===== config.mk =====
export PLATFORM = sky130hd
export DESIGN_NAME = hidden_issue_seq
export DESIGN_NICKNAME = d
export VERILOG_FILES = /design/src/rtl/hidden_seq_pkg.sv /design/src/rtl/hidden_prog_mem.sv /design/src/rtl/hidden_issue_seq.sv
export SDC_FILE = /design/constraint.sdc
export NUM_CORES = 1
export LEC_CHECK = 0
export CAP_MARGIN = 20
export CORE_ASPECT_RATIO = 1.25
export CORE_UTILIZATION = 40
export CTS_BUF_LIST = sky130_fd_sc_hd__clkbuf_4 sky130_fd_sc_hd__clkbuf_8
export CTS_CLUSTER_SIZE = 10
export DETAILED_ROUTE_END_ITERATION = 16
export PLACE_DENSITY = 0.68
export SYNTH_ARGS = -nofsm -noshare
export SYNTH_HDL_FRONTEND = slang
export SYNTH_HIERARCHICAL = 1
export SYNTH_SLANG_ARGS = --single-unit

===== constraint.sdc =====
create_clock -name clk -period 2.8 [get_ports clk]
set_clock_uncertainty 0.1 [all_clocks]
set_input_delay 0.56 -clock clk [delete_from_list [all_inputs] [get_ports clk]]
set_output_delay 0.56 -clock clk [all_outputs]
set_load 0.01 [all_outputs]

===== src/rtl/hidden_seq_pkg.sv =====
// hidden_seq_pkg
//   Shared definitions for the HiddenCPU issue sequencer and ALU:
//   sequencer state encoding, instruction width, instruction field
//   slices and opcode constants.
//   Instruction layout: {opcode[1:0], reg0Addr[1:0], reg1Addr[1:0]}.
package hidden_seq_pkg;

   localparam int unsigned INSTR_W = 6;

   localparam int unsigned OPC_MSB = 5;
   localparam int unsigned OPC_LSB = 4;
   localparam int unsigned RA_MSB  = 3;
   localparam int unsigned RA_LSB  = 2;
   localparam int unsigned RB_MSB  = 1;
   localparam int unsigned RB_LSB  = 0;

   localparam logic [1:0] OP_ADD    = 2'b00;
   localparam logic [1:0] OP_SUB    = 2'b01;
   localparam logic [1:0] OP_AND    = 2'b10;
   localparam logic [1:0] OP_BRANCH = 2'b11;

   typedef enum logic [1:0] {
      ST_IDLE    = 2'd0,
      ST_LOAD    = 2'd1,
      ST_ISSUE   = 2'd2,
      ST_WAIT_BR = 2'd3
   } seq_state_e;

endpackage


===== src/rtl/hidden_prog_mem.sv =====
// hidden_prog_mem
//   DEPTH x IW program buffer: one synchronous write port, one
//   combinational read port. Contents are not reset.
// Ports:
//   clk        in   clock
//   i_wr_en    in   write strobe
//   i_wr_addr  in   write index
//   i_wr_data  in   instruction to store
//   i_rd_addr  in   read index
//   o_rd_data  out  instruction at i_rd_addr (combinational)
module hidden_prog_mem #(
   parameter int unsigned DEPTH = 16,
   parameter int unsigned IW    = 6
) (
   input  logic                     clk,
   input  logic                     i_wr_en,
   input  logic [$clog2(DEPTH)-1:0] i_wr_addr,
   input  logic [IW-1:0]            i_wr_data,
   input  logic [$clog2(DEPTH)-1:0] i_rd_addr,
   output logic [IW-1:0]            o_rd_data
);

   logic [IW-1:0] r_mem [DEPTH];

   always_ff @(posedge clk) begin
      if (i_wr_en) begin
         r_mem[i_wr_addr] <= i_wr_data;
      end
   end

   assign o_rd_data = r_mem[i_rd_addr];

endmodule


===== src/rtl/hidden_issue_seq.sv =====
// hidden_issue_seq
//   Instruction issue sequencer in front of the HiddenCPU core. A program
//   is loaded over a valid/ready port into a small buffer and replayed one
//   instruction at a time; the core's branch feedback selects the next
//   program index. Out-of-range targets restart the program at index 0.
// Optional feature (macro HIDDEN_ISSUE_SEQ_RETIRE_CNT_EN):
//   adds retire_cnt[15:0], a saturating count of issue handshakes that
//   clears on each IDLE->ISSUE start.
// Ports:
//   clk            in   clock, all state on posedge
//   rst            in   asynchronous active-low reset
//   load_en        in   program load request (level)
//   load_valid     in   load beat valid
//   load_data      in   instruction to store
//   load_ready     out  buffer accepts beat (LOAD and not full)
//   start          in   IDLE->ISSUE when a program is loaded
//   stop           in   ISSUE/WAIT_BR->IDLE
//   issue_valid    out  issue_instr valid to core
//   issue_instr    out  instruction at pc
//   issue_ready    in   core accepts instruction
//   branch_taken   in   branch resolution, sampled in WAIT_BR
//   branch_offset  in   branch offset, added to pc mod DEPTH
//   pc             out  current program index
//   prog_len       out  number of loaded instructions
//   state          out  IDLE=0, LOAD=1, ISSUE=2, WAIT_BR=3
//   retire_cnt     out  handshake count (macro builds only)
module hidden_issue_seq
   import hidden_seq_pkg::*;
#(
   parameter int unsigned DEPTH = 16,
   parameter int unsigned IW    = INSTR_W
) (
   input  logic                     clk,
   input  logic                     rst,
   input  logic                     load_en,
   input  logic                     load_valid,
   input  logic [IW-1:0]            load_data,
   output logic                     load_ready,
   input  logic                     start,
   input  logic                     stop,
   output logic                     issue_valid,
   output logic [IW-1:0]            issue_instr,
   input  logic                     issue_ready,
   input  logic                     branch_taken,
   input  logic [7:0]               branch_offset,
   output logic [$clog2(DEPTH)-1:0] pc,
   output logic [$clog2(DEPTH):0]   prog_len,
   output logic [1:0]               state
`ifdef HIDDEN_ISSUE_SEQ_RETIRE_CNT_EN
   ,
   output logic [15:0]              retire_cnt
`endif
);

   localparam int unsigned AW       = $clog2(DEPTH);
   localparam logic [AW:0] LEN_FULL = DEPTH[AW:0];
   localparam logic [AW:0] LEN_ONE  = {{AW{1'b0}}, 1'b1};

   seq_state_e    r_state, w_state_nxt;
   logic [AW-1:0] r_pc, w_pc_nxt, w_pc_br, w_br_tgt;
   logic [AW:0]   r_prog_len, w_len_nxt, w_pc_inc;
   logic          w_wr_en;
   logic          w_load_ready;
   logic          w_issue_hs;
   logic [IW-1:0] w_rd_data;
   logic [7-AW:0] w_unused_offset;

   // Only the low AW offset bits matter: the target wraps mod DEPTH.
   assign w_unused_offset = branch_offset[7:AW];

   assign w_load_ready = (r_state == ST_LOAD) && (r_prog_len < LEN_FULL);
   // stop in ISSUE pre-empts the handshake even with issue_ready high.
   assign w_issue_hs   = (r_state == ST_ISSUE) && issue_ready && !stop;

   assign w_pc_inc = {1'b0, r_pc} + LEN_ONE;
   assign w_br_tgt = r_pc + branch_offset[AW-1:0];

   always_comb begin
      if (branch_taken) begin
         w_pc_br = ({1'b0, w_br_tgt} < r_prog_len) ? w_br_tgt : '0;
      end else begin
         w_pc_br = (w_pc_inc >= r_prog_len) ? '0 : w_pc_inc[AW-1:0];
      end
   end

   always_comb begin
      w_state_nxt = r_state;
      w_pc_nxt    = r_pc;
      w_len_nxt   = r_prog_len;
      w_wr_en     = 1'b0;
      unique case (r_state)
         ST_IDLE: begin
            if (load_en) begin
               w_state_nxt = ST_LOAD;
               w_len_nxt   = '0;
            end else if (start && (r_prog_len != '0)) begin
               w_state_nxt = ST_ISSUE;
               w_pc_nxt    = '0;
            end
         end
         ST_LOAD: begin
            if (load_valid && w_load_ready) begin
               w_wr_en   = 1'b1;
               w_len_nxt = r_prog_len + LEN_ONE;
            end
            if (!load_en) begin
               w_state_nxt = ST_IDLE;
            end
         end
         ST_ISSUE: begin
            if (stop) begin
               w_state_nxt = ST_IDLE;
            end else if (issue_ready) begin
               w_state_nxt = ST_WAIT_BR;
            end
         end
         ST_WAIT_BR: begin
            w_pc_nxt    = w_pc_br;
            w_state_nxt = stop ? ST_IDLE : ST_ISSUE;
         end
         default: begin
            w_state_nxt = ST_IDLE;
         end
      endcase
   end

   always_ff @(posedge clk or negedge rst) begin
      if (!rst) begin
         r_state    <= ST_IDLE;
         r_pc       <= '0;
         r_prog_len <= '0;
      end else begin
         r_state    <= w_state_nxt;
         r_pc       <= w_pc_nxt;
         r_prog_len <= w_len_nxt;
      end
   end

   hidden_prog_mem #(
      .DEPTH (DEPTH),
      .IW    (IW)
   ) u_prog_mem (
      .clk       (clk),
      .i_wr_en   (w_wr_en),
      .i_wr_addr (r_prog_len[AW-1:0]),
      .i_wr_data (load_data),
      .i_rd_addr (r_pc),
      .o_rd_data (w_rd_data)
   );

`ifdef HIDDEN_ISSUE_SEQ_RETIRE_CNT_EN
   logic [15:0] r_retire_cnt;

   always_ff @(posedge clk or negedge rst) begin
      if (!rst) begin
         r_retire_cnt <= '0;
      end else if ((r_state == ST_IDLE) && (w_state_nxt == ST_ISSUE)) begin
         r_retire_cnt <= '0;
      end else if (w_issue_hs && (r_retire_cnt != '1)) begin
         r_retire_cnt <= r_retire_cnt + 16'd1;
      end
   end

   assign retire_cnt = r_retire_cnt;
`endif

   assign load_ready  = w_load_ready;
   assign issue_valid = (r_state == ST_ISSUE);
   assign issue_instr = w_rd_data;
   assign pc          = r_pc;
   assign prog_len    = r_prog_len;
   assign state       = r_state;

endmodule

* Word level (Yosys, flattened, before mapping)
Memories as Yosys holds them, arrays and structs flattened. Cells that the tools add are included.
Storage, ports and cells: memories kept 1, input port bits 22, output and inout port bits 19, logic and storage cells 50, bits in writable memories 96, register bits after elaboration 11
Cells by class: muxes and demuxes 20, eq/ne operators 10, reduce and logical (&&, ||, !) cells 10, $add $sub $neg 3, $lt $le $gt $ge 3
Memory list:
- u_prog_mem.r_mem | depth 16, width 6, rd ports 1, clocked after memory_dff 0, wr ports 1, line hidden_prog_mem.sv:23 | logic [IW-1:0] r_mem [DEPTH];
Operators with widths (count):
- 2-to-1 mux 4 bit | 5
- 2-to-1 mux 2 bit | 6
- 2-to-1 mux 5 bit | 2
- one-hot mux 5 bit (2 select lines) | 1
- AND reduction 3 bit | 3
- inequality test 2 bit (second input constant) | 4
- one-hot mux 2 bit (4 select lines) | 1
- one-hot mux 4 bit (2 select lines) | 1
- adder 4 x 1 -> 5 bit (second input constant) | 1
- adder 5 x 1 -> 5 bit (second input constant) | 1
- greater-or-equal comparator 5 bit | 1
- less-than comparator 4 x 5 -> 1 bit | 1
- less-than comparator 5 bit (second input constant) | 1
- nonzero test 5 bit | 1
- adder 4 bit | 1
- equality test 2 bit (second input constant) | 2
- 2-to-1 mux 1 bit | 4
- nonzero test 2 bit | 2
- logical AND 1 bit | 3
- inequality test 3 x 2 -> 1 bit (second input constant) | 1
- inequality test 3 bit (second input constant) | 1
- equality test 2 x 1 -> 1 bit (second input constant) | 1
- logical NOT 2 bit | 1
- inequality test 2 x 1 -> 1 bit (second input constant) | 1

* Longest topological paths before layout
depth in word-level cells 7, depth in mapped cells 8, depth with buffers taken out 8

* Cells and area by module
Netlist, hierarchy kept.
Modules (own cells, without submodules):
- hidden_prog_mem | times used 1, area an instance 3774.9 um^2, seq. area each 2882.8 um^2, cells an instance 172
- hidden_issue_seq | times used 1, area an instance 930.9 um^2, seq. area each 275.3 um^2, cells an instance 98

* Worst setup path before layout
Ideal clock, no wire load.
kind in2reg, from input load_valid, to memory u_prog_mem.r_mem[0][0] (enable), path slack 0.357 ns, data required time 2.323 ns, data arrival time 1.966 ns, library setup time 0.377 ns, buffers on the path 1, cell stages on the path 4, path through nor4bb_1 > buf_2 > or3b_2 > nor3_1
On the way: word-level cells in the longest chain between the ends 5
RTL lines:
- from (decl) | line hidden_issue_seq.sv:36 | input logic load_valid,
- logical AND 1 bit | line hidden_issue_seq.sv:102 | if (load_valid && w_load_ready) begin
- 2-to-1 mux 1 bit | line hidden_issue_seq.sv:102
- 2-to-1 mux 1 bit | line hidden_issue_seq.sv:91 | unique case (r_state)
- via w_wr_en | line hidden_issue_seq.sv:62 | logic w_wr_en;
- 2-to-1 mux 1 bit | line hidden_prog_mem.sv:26 | if (i_wr_en) begin
- 2-to-1 mux 1 bit (not written as such) | line hidden_prog_mem.sv:27 | r_mem[i_wr_addr] <= i_wr_data;
- to (decl) | line hidden_prog_mem.sv:23
The timed path passes the listed nets, and every way through them passes these cells.

* Worst setup path after layout
from register r_pc[0] (netlist: pc[0]), to output issue_instr[5]
On the way: word-level cells in the longest chain between the ends 1
RTL lines:
- from (decl) | line hidden_issue_seq.sv:60 | logic [AW-1:0] r_pc, w_pc_nxt, w_pc_br, w_br_tgt;
- from (signal assigned) | line hidden_issue_seq.sv:134 | r_pc <= w_pc_nxt;
- memory (16 x 6 bit)
- to (decl) | line hidden_issue_seq.sv:42 | output logic [IW-1:0] issue_instr,
No other way between the ends.

==> reports/metrics.yaml <==
mappedNetlistArea_um2: 4706
path_clk_slew_ns: 0.10
synth_top_area_share_pct: 61.26
status: "completed"
place_congestion: 0.8218
utilization_pct: 50.41
finalHoldViolations: 0
drt_wl_total_mm: 9.760
antenna_found_initial: 0
io_buffers: 36
min-delay-path-class: "input pin to async pin"
n_antenna_cell: 0
fmax_mhz: 361.0
path_class: "flip-flop to output port"
grt_overflow: 0
crit_required_ns: 2.14
vias_per_cell: 5.530
seq_area_frac_synth_pct: 67.11
cts_sinks: 107
maxSlewViolCount: 0
die-width_um: 99.02
grt_first_pass_wirelength_mm: 15.14
grtUsageMet1_pct: 21.71
slowest_delay_ns: 0.52
synth_cells: 270
path_cells: "buf_12, buf_4, mux4_2, a22oi_2, nand2_1, clkdlybuf4s15_1"
power.density_nw_per_um2: 778.4
finalNetCount: 378
yosys_most_used_dff: "edfxtp_1"
ir_worst_vdd_uv: 345.1
yosysTopAreaCell: "edfxtp_1"
crit_fanout: 8
finalCritPeriodShare_pct: 98.94
p_leak_nw: 1.976
min_period_ns: 2.770
vias: 2660
pre_cts_ws_ns: -0.2477
hpwl_mm: 6.185
area_growth_pct: 21.03
synth_warnings: 6
boundaryPins: 41
maxCapViolCount: 0
die_y_um: 123.3
clk_latency_ns: 0.37
setup_viol_count_final: 0
synth_cell_types: 45
synth-edff-count: 96
path_buf_inv: 3
start_kind: "flip-flop"
core_area_um2: 11300
ff2ff_path_depth: 10
rows: 43
grt.busiest_layer: "met2"
grt_use_met3_pct: 2.770
r2r_slack_ns: 0.12
cp_data_arrival_time_ns: 2.11
slew_headroom_pct: 56.75
tightest_slew_ns: 0.6467
use_met2_pct: 29.55
yosysMostFrequentCell: "edfxtp_1"
clockBufferDepth: 2
clockRootBuffer: "clkbuf_8"
yosys-top-cells-area: "edfxtp_1, mux4_1, dfrtp_1"
drt_iter0_drc: 205
cts_tree: "yes"
drive_gt1_share_pct: 26.88
syn_avg_cell_area_um2: 17.43
crit_family: "multiplexers"
cts_buffers: 9
cp_num_cells: 6
end_kind: "output port"
ctsHtreeMaxLevel: 3
drt_pass1_iterations: 4
ys_top_cells_by_count: "edfxtp_1, nor2_1, nand2_1"
grt_max_degree: 31
synth-async-reset-ratio_pct: 10.28
fin_ws_ns: 0.02970
cp_slowest_cell: "mux4_2"
dieArea_um2: 12210
wire_per_inst_um: 20.29
grt_pass1_vias: 2723
track_usage_pct: 17.28
detail-route-antenna-nets: 0
drc: 0
synth_fp_nets: 307
start_util_pct: 41.65
ys_seq_elements: 107
## layer usage
layer | up-vias | part of all wire (%) | wire length [um]
met5 | - | 0 | 0
met4 | 0 | 2.0 | 193
met3 | 15 | 3.6 | 347
met2 | 73 | 51 | 4957
met1 | 1345 | 44 | 4261
li1 | 1227 | - | -
## cells by family (layout without fill, tap and decap cells)
| logic type | Yosys count | count (layout) | synth area share, % |
|---|---|---|---|
| DFF | 107 | 107 | 67.11 |
| and+or+nand+nor | 59 | 59 | 6.115 |
| AOI/OAI and AO/OA | 35 | 35 | 6.116 |
| muxes | 25 | 25 | 12.68 |
| buffers and inverters | 22 | 98 | 2.526 |
| adders and majority gates | 15 | 15 | 4.148 |
| xor gates and xnor gates | 7 | 7 | 1.303 |
## per-stage QoR
| step | setup TNS [ns] | instances | cell area [um^2] | hold WS, ns | total power [W] |
|---|---|---|---|---|---|
| after floorplan | 0 | 270 | 4706 | 0.1644 | 0.002781 |
| after global placement | -0.4672 | 455 | 5359 | 0.4960 | 0.003307 |
| after global routing | -0.001963 | 481 | 5695 | 0.4661 | 0.004633 |
| after CTS | -0.02054 | 479 | 5655 | 0.4474 | 0.004422 |
| final | 0 | 481 | 5695 | 0.4416 | 0.004433 |
| after detailed placement | -0.7046 | 455 | 5359 | 0.4867 | 0.003340 |
## cell type report
type,count,area (um^2)
Clock buffer,12,158.9
Clock inverter,4,25.02
Fill cell,959,5603
Inverter,14,52.55
Multi-Input combinational cell,141,1459
Sequential cell,107,3159
Tap cell,135,168.9
Timing Repair Buffer,68,671.9
## worst paths after layout
check / start / to
hold / removal: rst / prog_len[4]
setup reg to reg: pc[0] / pc[3]
max in group asynchronous: rst / pc[0]
min in group clk: state[1] / state[1]
hold reg to reg: state[1] / state[1]
setup / recovery: pc[0] / issue_instr[5]
## worst register-to-register path, cell delays in order, from the launching register on
cell and delay [ns]:
dfrtp_2 0.45, buf_12 0.15, buf_16 0.14, ha_1 0.21, fa_2 0.36, xor2_2 0.16
ha_1 0.32, a21o_1 0.14, a31oi_2 0.06, o21a_1 0.21, a221o_1 0.28
## sequential cells by signal (all words and copies together) (netlist names)
signal,flops
pc,4
prog_len,5
u_prog_mem/r_mem,96
state,2
## power breakdown
group	internal, W	leakage (nW)	switching (W)
sequential	0.00180	1.01	0.0000935
clock	0.000379	0.0918	0.000500
combinational	0.000877	0.873	0.000784
## cells in the final DEF, fill, tap and decap left out, types with 2 or more instances in the layout
cell type / count
nand4_1: 3
buf_4: 26
ha_1: 14
clkbuf_8: 11
mux4_2: 23
nand3_1: 3
xnor2_1: 4
a22oi_2: 11
nor3_1: 5
nor2_1: 18
nand3b_1: 2
and3_1: 2
o221ai_1: 2
clkinv_2: 2
buf_12: 3
nand2_1: 15
xor2_1: 2
buf_16: 2
a21o_1: 3
o2111ai_1: 2
edfxtp_1: 96
clkinvlp_4: 2
clkdlybuf4s50_1: 30
a21oi_1: 3
dfrtp_1: 10
inv_1: 14
clkdlybuf4s15_1: 2
clkbuf_2: 3
nor2b_1: 2
nand2b_1: 4
## repair_timing
action / CTS / global route
hold buffers: 0 / 0
buffers inserted: 6 / 2
setup endpoints to repair: 6 / 8
cloned: 2 / 0
pin swaps: 4 / 2
gates resized for setup: 34 / 13
No activity file was read; power rests on OpenSTA's default activity.
